## config.mk

```make
export PLATFORM = sky130hd
export DESIGN_NAME = usb_line_capture
export DESIGN_NICKNAME = d
export VERILOG_FILES = /design/src/rtl/usb_line_capture.sv
export SDC_FILE = /design/constraint.sdc
export NUM_CORES = 1
export LEC_CHECK = 0
export ABC_AREA = 1
export BUFFER_PORTS_ARGS = -buffer_cell sky130_fd_sc_hd__buf_2
export CAP_MARGIN = 20
export CORE_MARGIN = 2
export CORE_UTILIZATION = 53
export DETAILED_ROUTE_END_ITERATION = 8
export PLACE_DENSITY = 0.75
export SYNTH_ARGS = -nofsm -noshare
export SYNTH_HDL_FRONTEND = slang
export SYNTH_SLANG_ARGS = --single-unit
```

## constraint.sdc

```tcl
create_clock -name clk_samp -period 2.1 [get_ports clk_samp]
set_input_delay 0.105 -clock clk_samp [delete_from_list [all_inputs] [get_ports clk_samp]]
set_output_delay 0.105 -clock clk_samp [all_outputs]
set_load 0.01 [all_outputs]
```

## src/rtl/usb_line_capture.sv

```systemverilog
// usb_line_capture: samples the asynchronous USB D+/D- pair, waits for the
// line to leave the idle J state while armed, then streams line records into
// a first-word-fall-through FIFO with sticky overflow and drop counting.
// Build option: define USB_CAP_RLE_EN for run-length records
// {run[5:0], dp, dn}; otherwise one raw record {6'b0, dp, dn} per sample.
module usb_line_capture #(
  parameter int unsigned FIFO_DEPTH = 16,
  parameter logic [1:0]  J_STATE    = 2'b10
) (
  input  logic        clk_samp,
  input  logic        RSTB,
  input  logic        usb_dp,
  input  logic        usb_dn,
  input  logic        arm,
  input  logic        clr,
  output logic [7:0]  out_data,
  output logic        out_valid,
  input  logic        out_ready,
  output logic        capturing,
  output logic        overflow,
  output logic [15:0] drop_cnt
);

  localparam int unsigned AW = $clog2(FIFO_DEPTH);
  localparam logic [AW:0] DEPTH_CNT = (AW+1)'(FIFO_DEPTH);

  typedef enum logic [1:0] {IDLE, WAIT_TRIG, CAPTURE, FLUSH} state_t;

  state_t      state, state_nxt;
  logic [1:0]  sync1, sync2, line;
  logic        trig;
  logic        push, pop, push_ok, drop, full, empty;
  logic [7:0]  push_data;
  logic [7:0]  mem [FIFO_DEPTH];
  logic [AW-1:0] wr_ptr, rd_ptr;
  logic [AW:0]   count;

`ifdef USB_CAP_RLE_EN
  logic [5:0]  run_cnt;
  logic [1:0]  run_line;
  logic        run_emit;
`endif

  // Two-flop synchronizer; idles at J so reset never looks like a trigger
  always_ff @(posedge clk_samp) begin
    if (RSTB) begin
      sync1 <= J_STATE;
      sync2 <= J_STATE;
    end else begin
      sync1 <= {usb_dp, usb_dn};
      sync2 <= sync1;
    end
  end

  assign line = sync2;
  assign trig = (state == WAIT_TRIG) && arm && (line != J_STATE);

`ifdef USB_CAP_RLE_EN
  // A run closes when the line changes or it already holds 64 samples
  assign run_emit = (line != run_line) || (run_cnt == 6'd63);

  // Run tracker: the triggering sample opens the first run
  always_ff @(posedge clk_samp) begin
    if (RSTB) begin
      run_cnt  <= '0;
      run_line <= J_STATE;
    end else if (trig) begin
      run_cnt  <= '0;
      run_line <= line;
    end else if (state == CAPTURE) begin
      if (run_emit) begin
        run_cnt  <= '0;
        run_line <= line;
      end else begin
        run_cnt  <= run_cnt + 6'd1;
      end
    end
  end
`endif

  // Capture state register
  always_ff @(posedge clk_samp) begin
    if (RSTB) state <= IDLE;
    else      state <= state_nxt;
  end

  // Next-state and record generation
  always_comb begin
    state_nxt = state;
    push      = 1'b0;
    push_data = {6'b0, line};
    unique case (state)
      IDLE: begin
        if (arm) state_nxt = WAIT_TRIG;
      end
      WAIT_TRIG: begin
        if (!arm) begin
          state_nxt = IDLE;
        end else if (trig) begin
          state_nxt = CAPTURE;
`ifndef USB_CAP_RLE_EN
          push      = 1'b1;
`endif
        end
      end
      CAPTURE: begin
        if (!arm) state_nxt = FLUSH;
`ifdef USB_CAP_RLE_EN
        push      = run_emit;
        push_data = {run_cnt, run_line};
`else
        push      = 1'b1;
`endif
      end
      FLUSH: begin
        state_nxt = IDLE;
`ifdef USB_CAP_RLE_EN
        push      = 1'b1;
        push_data = {run_cnt, run_line};
`endif
      end
      default: state_nxt = IDLE;
    endcase
  end

  assign capturing = (state == CAPTURE);

  // FIFO bookkeeping; a pop frees the slot for a same-cycle push when full
  assign empty   = (count == '0);
  assign full    = (count == DEPTH_CNT);
  assign pop     = out_valid && out_ready;
  assign push_ok = push && (!full || pop);
  assign drop    = push && full && !pop;

  // Storage array, written only on accepted pushes
  always_ff @(posedge clk_samp) begin
    if (push_ok) mem[wr_ptr] <= push_data;
  end

  // Pointers and occupancy
  always_ff @(posedge clk_samp) begin
    if (RSTB) begin
      wr_ptr <= '0;
      rd_ptr <= '0;
      count  <= '0;
    end else begin
      if (push_ok) wr_ptr <= wr_ptr + 1'b1;
      if (pop)     rd_ptr <= rd_ptr + 1'b1;
      count <= count + (AW+1)'(push_ok) - (AW+1)'(pop);
    end
  end

  assign out_valid = !empty;
  assign out_data  = empty ? '0 : mem[rd_ptr];

  // Sticky overflow and saturating drop counter; a drop beats a clear
  always_ff @(posedge clk_samp) begin
    if (RSTB) begin
      overflow <= 1'b0;
      drop_cnt <= '0;
    end else if (clr) begin
      overflow <= drop;
      drop_cnt <= {15'b0, drop};
    end else if (drop) begin
      overflow <= 1'b1;
      if (drop_cnt != '1) drop_cnt <= drop_cnt + 16'd1;
    end
  end

endmodule

```

Word-level counts from Yosys, hierarchy flattened:

Memory sizes are Yosys's and may differ from the RTL's. A register that Yosys moved wholly into a read port is not among the register bits.
Cells that the tools add are included.

* bits in registers: 36
* bits in writable memories: 32
* input bits: 7
* output and inout bits: 27
* word-level logic and storage cells: 60
* memories kept: 1

Memories
* mem: words 16, bits a word 2, rd ports 1, clocked after Yosys merged registers in 1, write ports 1, line 34 `logic [7:0] mem [FIFO_DEPTH];`

* add/subtract/negate cells: 5
* equality and inequality tests: 9
* muxes and demuxes: 18
* reductions and logical operators: 18

Operator list (count)
* 16-bit by 1-bit adder with 16-bit output, second input constant: 1
* 16-bit inequality test, second input constant: 1
* 1-bit two-way mux: 9
* 4-bit by 1-bit adder with 4-bit output, second input constant: 2
* 2-bit two-way mux: 4
* 4-bit two-way mux: 2
* 8-bit two-way mux: 1
* 2-bit case mux with 4 select lines: 1
* 1-bit logical AND: 6
* 2-bit inequality test, second input constant: 3
* 5-bit by 1-bit adder with 5-bit output: 1
* 5-bit equality test, second input constant: 1
* 5-bit logical NOT: 1
* 5-bit by 1-bit subtractor with 5-bit output: 1
* 2-bit equality test, second input constant: 2
* 2-bit AND reduction: 2
* 2-bit nonzero test: 2
* 1-bit logical NOT: 3
* 3-bit inequality test, second input constant: 1
* 3-bit AND reduction: 1
* 2-bit by 1-bit equality test with 1-bit output, second input constant: 1
* 2-bit logical NOT: 1
* 1-bit case mux with 2 select lines: 1
* 2-bit OR reduction: 1
* 1-bit logical OR: 1

Depth between registers and ports, before layout:

Gate-level depths: netlist of run 1.

* depth after elaboration: 10
* mapped depth: 14

Least setup slack after synthesis of run 1:

No wires, ideal clock.

* path type: register to register
* start point: register count[3]
* end point: register count[4]
* library setup time: 0.070 ns
* arrival: 2.282 ns
* required time: 2.030 ns
* slack: -0.252 ns
* stages on the path, launching flop included: 14
* path through: dfxtp_1 inv_1 ha_1 nand3b_1 nand2_1 inv_1 ha_1 inv_1 ha_1 inv_1 fa_1 o31ai_1 o21ai_0 a21oi_1

* longest elaborated chain between the ends: 7

RTL lines
* start, declared: line 36 `logic [AW:0] count;`
* start signal, assigned: line 149 `count <= count + (AW+1)'(push_ok) - (AW+1)'(pop);`
* 5-bit logical NOT *: line 129 `assign empty = (count == '0);`
* 1-bit logical NOT *: line 153 `assign out_valid = !empty;`
* named net out_valid: line 17 `output logic out_valid,`
* 1-bit logical AND *: line 131 `assign pop = out_valid && out_ready;`
* named net pop: line 32 `logic push, pop, push_ok, drop, full, empty;`
* 1-bit logical OR: line 132 `assign push_ok = push && (!full || pop);`
* 1-bit logical AND: line 132
* 5-bit by 1-bit adder with 5-bit output: line 149
* 5-bit by 1-bit subtractor with 5-bit output *: line 149

The timed path passes the listed nets; every way through them passes the cells marked *.
A chain may end at the register's enable or synchronous reset.

Final worst setup path of run 1:

* start point: register count[3]
* end point: register count[4]

* longest elaborated chain between the ends: 7

RTL lines (line)
* 5-bit logical NOT *: 129
* 1-bit logical NOT *: 153
* 1-bit logical AND *: 131
* named net pop: 32
* 1-bit logical OR: 132
* 1-bit logical AND: 132
* 5-bit by 1-bit adder with 5-bit output: 149
* 5-bit by 1-bit subtractor with 5-bit output *: 149

Marks and branches as above.

==> results.toml, run 1 <==
[route]
dr.first_iter.drc_count = 147
wl_per_cell_um = 13.4
wl_um = 7250
avgViaCountPerCell = 5.11
remaining_drc_errors = 0
first_pass_iters = 4
via_count = 2769
antenna_left = 0

[grt]
grt_pass1_wl_um = 12300
antenna_found_initial = 0
grt_pass1_vias = 2674
grtUsageTotal_pct = 21.2
grt-ovfl-total = 0
grt_max_degree = 17

[final_layout]
antenna_cells = 0
drive_gt1_share_pct = 20.4
fillers = 548
final_cells = 542
final_cell_area_um2 = 4100
fin_nets = 484
syn_to_final_growth_pct = 14.4

[sta]
hold_viol_final = 0
max_freq_mhz = 490
fin_skew_ns = 0.00719
period_share_pct = 97.3
period_needed_ns = 2.04
slew_headroom_pct = 58.1
setup_violations = 0
rsz0062_at_grt = "true"
worstMarginPinSlew_ns = 0.627
report.final.slew_viol_count = 0

[synth]
avgSynthCellArea_um2 = 8.56
yosys-top-cells-area = "edfxtp_1, dfxtp_1, nand2_1, ha_1, nor2_1"
synth-seq-area-share_pct = 49.2
ys_warn_count = 0
ys_types = 35
synth_edf_count = 32
yosys-top-cells-count = "nand2_1, nor2_1, inv_1, dfxtp_1"
synth.most_common_cell = "nand2_1"
synth_top_area_share_pct = 26.9
syn_inst = 418
ys_ff_latch = 72
ys.flop_type = "dfxtp_1"
ys_async_sr_fraction_pct = 0
netlist_area_um2 = 3580
yosysTopAreaCell = "edfxtp_1"

[power_and_ir_drop]
vdd_drop_max_mv = 0.617
power_mw = 3.87
power_density_nw_per_um2 = 944
cellLeakagePower_nw = 1.63

[floorplanning]
die_w_um = 86.2
fp-row-count = 29
core_um2 = 6420
ios = 34
die_area_um2 = 7430
die_h_um = 86.2
initial_core_util_pct = 55.7

[setup_path]
crit_type = "flip-flop to flip-flop"
setup.worst_path.end_class = "flip-flop"
path_max_fanout = 4
crit_start = "count[3]$_SDFF_PP0_"
arrival_ns = 2.32
cp-start-kind = "flip-flop"
worstReg2RegStart = "count[3]$_SDFF_PP0_"
worstPathRequired_ns = 2.38

[clocking]
insertion_delay_ns = 0.34
cts_made_buffers = 9
cts.htree.levels = 3
clk_pin_slew_worst_paths_ns = 0.07
tritoncts = "done"
cts_root_buf = "clkbuf_8"
cts.path.max_buffers = 2
cts.sinks = 72

[placed_design]
numPortBuffers = 27
placed_area_um2 = 3870
place_hpwl_um = 5260
place_inst = 523
place.gp.congestion = 0.894

[worst_hold_path]
min_from = "RSTB"
min_path_type = "primary input to flip-flop"

[run_status]
status = "finished clean"

[flow_run]
cap_violations = 0
-- layout make-up --
cell class	count	area (um2)	share of cell area [%]
sequential	72	1770	43.1
multi-input combinational	292	1650	40.3
timing repair buffer	41	245	5.99
inverter	44	165	4.03
clock buffer	10	128	3.12
tap	77	96.3	2.35
clock inverter	6	43.8	1.07
-- cells by family (layout without fill, tap and decap cells) --
logic type	after synthesis	count (layout)	share of synthesized area [%]
xor+xnor	12	12	2.94
compound gates	53	53	9.06
simple gates	204	204	25.3
buf+inv	59	101	7.20
fa+ha+maj	17	17	6.15
flops	72	72	49.2
other cells	1	6	0.105
-- metrics by stage --
stage | util, % | worst slack [ns] | setup TNS, ns | hold slack, ns
2_1_floorplan | - | -0.0192 | -0.0192 | 0.209
3_3_place_gp | 60.2 | 0.0628 | 0 | 0.292
5_1_grt | 63.8 | -0.100 | -0.100 | 0.101
6_report | 63.8 | 0.0572 | 0 | 0.0774
3_5_place_dp | 60.2 | -0.0224 | -0.0224 | 0.302
4_1_cts | 63.7 | 0.00520 | 0 | 0.0714
-- final timing paths --
check | cells past startpoint | endpoint | slack, ns
min reg2reg | 2 | line[0]$_SDFF_PP0_ | 0.41
max reg2reg | 13 | count[4]$_SDFF_PP0_ | 0.06
max | 13 | count[4]$_SDFF_PP0_ | 0.06
min | 2 | count[1]$_SDFF_PP0_ | 0.08
-- placed cells by master, fill, tap and decap left out, types with 3 or more instances in the layout --
cell,n
a21oi_1,22
a21oi_2,10
buf_2,27
buf_4,12
clkbuf_8,9
conb_1,6
dfxtp_1,37
dfxtp_2,3
edfxtp_1,32
ha_1,12
ha_4,4
inv_1,37
inv_2,7
nand2_1,104
nand2_2,4
nand3_1,32
nor2_1,47
o21ai_0,15
xnor2_1,5
xor2_1,7
-- worst max-delay path, stage by stage, from the launching register on --
cell and delay, ns:
dfxtp_2 0.33, inv_2 0.07, ha_4 0.13, nand3b_1 0.10
nand2_2 0.11, inv_2 0.06, ha_4 0.20, inv_2 0.06
ha_4 0.13, inv_2 0.03, fa_2 0.36, o31ai_4 0.19
o21ai_1 0.08, a21oi_1 0.12
-- power by group --
| group | total [mW] | switching [mW] | internal, mW | leakage (nW) |
|---|---|---|---|---|
| sequential | 1.65 | 0.0768 | 1.57 | 0.614 |
| combinational | 1.25 | 0.732 | 0.516 | 0.930 |
| clock | 0.971 | 0.538 | 0.433 | 0.0832 |
-- routing by layer --
metal,wire length (um),GRT usage [%],vias up
li1,-,-,1431
met1,3290,26.3,1281
met2,3600,36.6,45
met3,266,5.43,12
met4,104,6.11,0
met5,0,0,-
-- registers in the layout, indices dropped and copies added, names as in the netlist, named ones only --
register	count
wr_ptr	4
drop_cnt	16
line	2
overflow	1
mem	32
state	1
count	5
rd_ptr	4
sync1	2
-- what timing repair did --
item	CTS	global route
hold endpoints to repair	2	0
setup endpoints to repair	1	1
pin swaps	4	1
setup buffers	1	0
hold buffers	2	0
resized for setup	6	1
No activity file was read; power rests on OpenSTA's default activity.
==> run 2: changes to the inputs <==
Settings changed: CTS_CLUSTER_SIZE from default to 10, PLACE_DENSITY 0.75 to 0.79.
==> run 2 against run 1 <==
  * Sequential share of layout area decreased by 0.17 points
  * Clock power rose by 19%
  * Clock-buffer cell count up 1
  * Non-clock buffer count decreased by 2
  * Final cell count is 0.37% lower
  * Combinational power fell by 4%
  * Die area is the same
  * Worst setup slack lost 0.052 ns
  * Total power grew 3.6%
  * Sequential power barely moved
  * Global-route usage shrank 0.55 points
  * Critical endpoint unchanged
==> results.toml, run 2 (synthesis gave the netlist of run 1 again) <==
[setup_path]
critPathTopFamily = "adder cells"
worstReg2RegStart = "count[3]$_SDFF_PP0_"
slowest_delay_ns = 0.37
setup.worst_path.end_class = "flip-flop"
worst_r2r_endpoint = "count[4]$_SDFF_PP0_"
reg2reg_depth = 13
critPathBufInv = 4
worstPathRequired_ns = 2.38
critical-path-top-cell-by-count = "inv_2"
worst_path_max_delay_cell = "fa_2"
path_max_fanout = 4
crit_chain = "inv_2 > ha_4 > nand3b_1 > nand2_2 > inv_2 > ha_4 > inv_2 > ha_4 > inv_2 > fa_2 > o31ai_4 > o21ai_1 > a21oi_1"
cp.depth = 13
cp-start-kind = "flip-flop"
arrival_ns = 2.38
r2r_setup_slack_ns = 0.005
crit_type = "flip-flop to flip-flop"
crit_path_end = "count[4]$_SDFF_PP0_"
crit_start = "count[3]$_SDFF_PP0_"

[grt]
grt_pass1_wl_um = 12000
busiest_layer = "met2"
grt_pass1_vias = 2752
grt_max_degree = 17
grtUsageTotal_pct = 20.6
met1_usage_pct = 24.8
grt_util_met2_pct = 35.3
antenna_found_initial = 0
grt_use_met3_pct = 3.81
grt-ovfl-total = 0

[flow_run]
cap_violations = 0

[clocking]
post_cts_buffers = 0
tritoncts = "done"
insertion_delay_ns = 0.35
cts_made_buffers = 9
cts.sinks = 72
cts.htree.levels = 3
clk_pin_slew_worst_paths_ns = 0.07
cts_root_buf = "clkbuf_8"
cts.path.max_buffers = 2

[final_layout]
syn_to_final_growth_pct = 14.8
final_cells = 540
largest_register_ffs = 32
antenna_cells = 0
multi_input_area_um2 = 1640
largestRegisters = "mem: 32 flops, drop_cnt: 16 flops, count: 5 flops"
fillers = 527
fin_nets = 482
final_cell_mix = "nand2_1, nor2_1, inv_1, dfxtp_1"
layout_commonest_cell = "nand2_1"
regMostFlops = "mem"
drive_gt1_share_pct = 19.4
seq_area_um2 = 1760

[placed_design]
place_inst = 522
place_hpwl_um = 5160
numPortBuffers = 27
place.gp.congestion = 0.847
place_ws_ns = -0.0387

[floorplanning]
die_h_um = 86.2
die_area_um2 = 7430
initial_core_util_pct = 55.7
fp-row-count = 29
core_um2 = 6420
die_w_um = 86.2
ios = 34

[sta]
worstMarginPinSlew_ns = 0.601
period_share_pct = 99.8
report.final.slew_viol_count = 0
finalWorstSetupSlack_ns = 0.00512
setup_violations = 0
slew_headroom_pct = 59.9
hold_viol_final = 0
fin_setup_tns_ns = 0
rsz0062_at_grt = "true"
fin_hold_ws_ns = 0.0625
fin_skew_ns = 0.00913
max_freq_mhz = 477
period_needed_ns = 2.09

[power_and_ir_drop]
vdd_drop_max_mv = 0.569
cellLeakagePower_nw = 1.64
power_density_nw_per_um2 = 975

[route]
via_count = 2746
avgViaCountPerCell = 5.09
first_pass_iters = 4
dr.first_iter.drc_count = 137
remaining_drc_errors = 0
wl_per_cell_um = 13.0
wl_um = 7010
antenna_left = 0

[run_status]
status = "finished clean"

[worst_hold_path]
min_path_type = "primary input to flip-flop"
## run 2: cell types whose count changed in the layout (fill, tap and decap cells not counted)
cell / change
buf_4: -2
bufinv_16: +1
clkbuf_16: +1
clkinv_2: -1
clkinvlp_4: -1
dfxtp_1: +1
dfxtp_2: -1
ha_1: +1
ha_4: -1
inv_1: +1
inv_2: -1
## run 2: area by class of cell
class / instances / area share, %
sequential: 72 / 42.9
multi-input combinational: 292 / 39.9
timing repair buffer: 39 / 5.60
inverter: 44 / 4.02
clock buffer: 11 / 3.71
tap: 77 / 2.34
clock inverter: 5 / 1.49
## run 2: how the worst min path moves through the flow
stage                     endpoint  slack [ns]  startpoint  cells past startpoint
2_1_floorplan  sync1[1]$_SDFF_PP1_        0.21      usb_dp                      1
3_3_place_gp   sync1[1]$_SDFF_PP1_        0.29      usb_dp                      2
3_5_place_dp   sync1[1]$_SDFF_PP1_        0.29      usb_dp                      2
4_1_cts        count[1]$_SDFF_PP0_        0.06        RSTB                      2
5_1_grt        count[1]$_SDFF_PP0_        0.07        RSTB                      2
6_report       count[1]$_SDFF_PP0_        0.06        RSTB                      2
## run 2: through the flow
step | total power [mW] | instance area, um2 | util (%)
2_1_floorplan | 2.50 | 3650 | -
3_3_place_gp | 2.75 | 3860 | 60.1
3_5_place_dp | 2.82 | 3860 | 60.1
4_1_cts | 4.02 | 4100 | 63.9
5_1_grt | 4.25 | 4110 | 64.0
6_report | 4.01 | 4110 | 64.0
## run 2: report_power, final
group          leakage [nW]  switching [mW]  total [mW]  internal [mW]
clock                 0.106           0.536        1.16          0.628
sequential            0.614          0.0726        1.64           1.57
combinational         0.919           0.718        1.20          0.483
total                  1.64            1.33        4.01           2.68
## run 2: layer usage
layer	up-vias	routed length, um
met1	1250	3190
met5	-	0
li1	1427	-
met3	16	218
met2	53	3420
met4	0	182
## run 2: worst reg2reg max path: cells and delay by family (launching register included)
kind / cells / cell delay, ns
buf+inv: 4 / 0.23
simple gates: 2 / 0.18
flops: 1 / 0.34
compound gates: 3 / 0.44
fa+ha+maj: 4 / 0.84
## run 2: timing repair
action | CTS | global route
endpoints found under the setup margin | 1 | 2
resized for setup | 2 | 2
hold buffers | 2 | 0
hold endpoints to repair | 2 | 0
pin swaps | 1 | 1
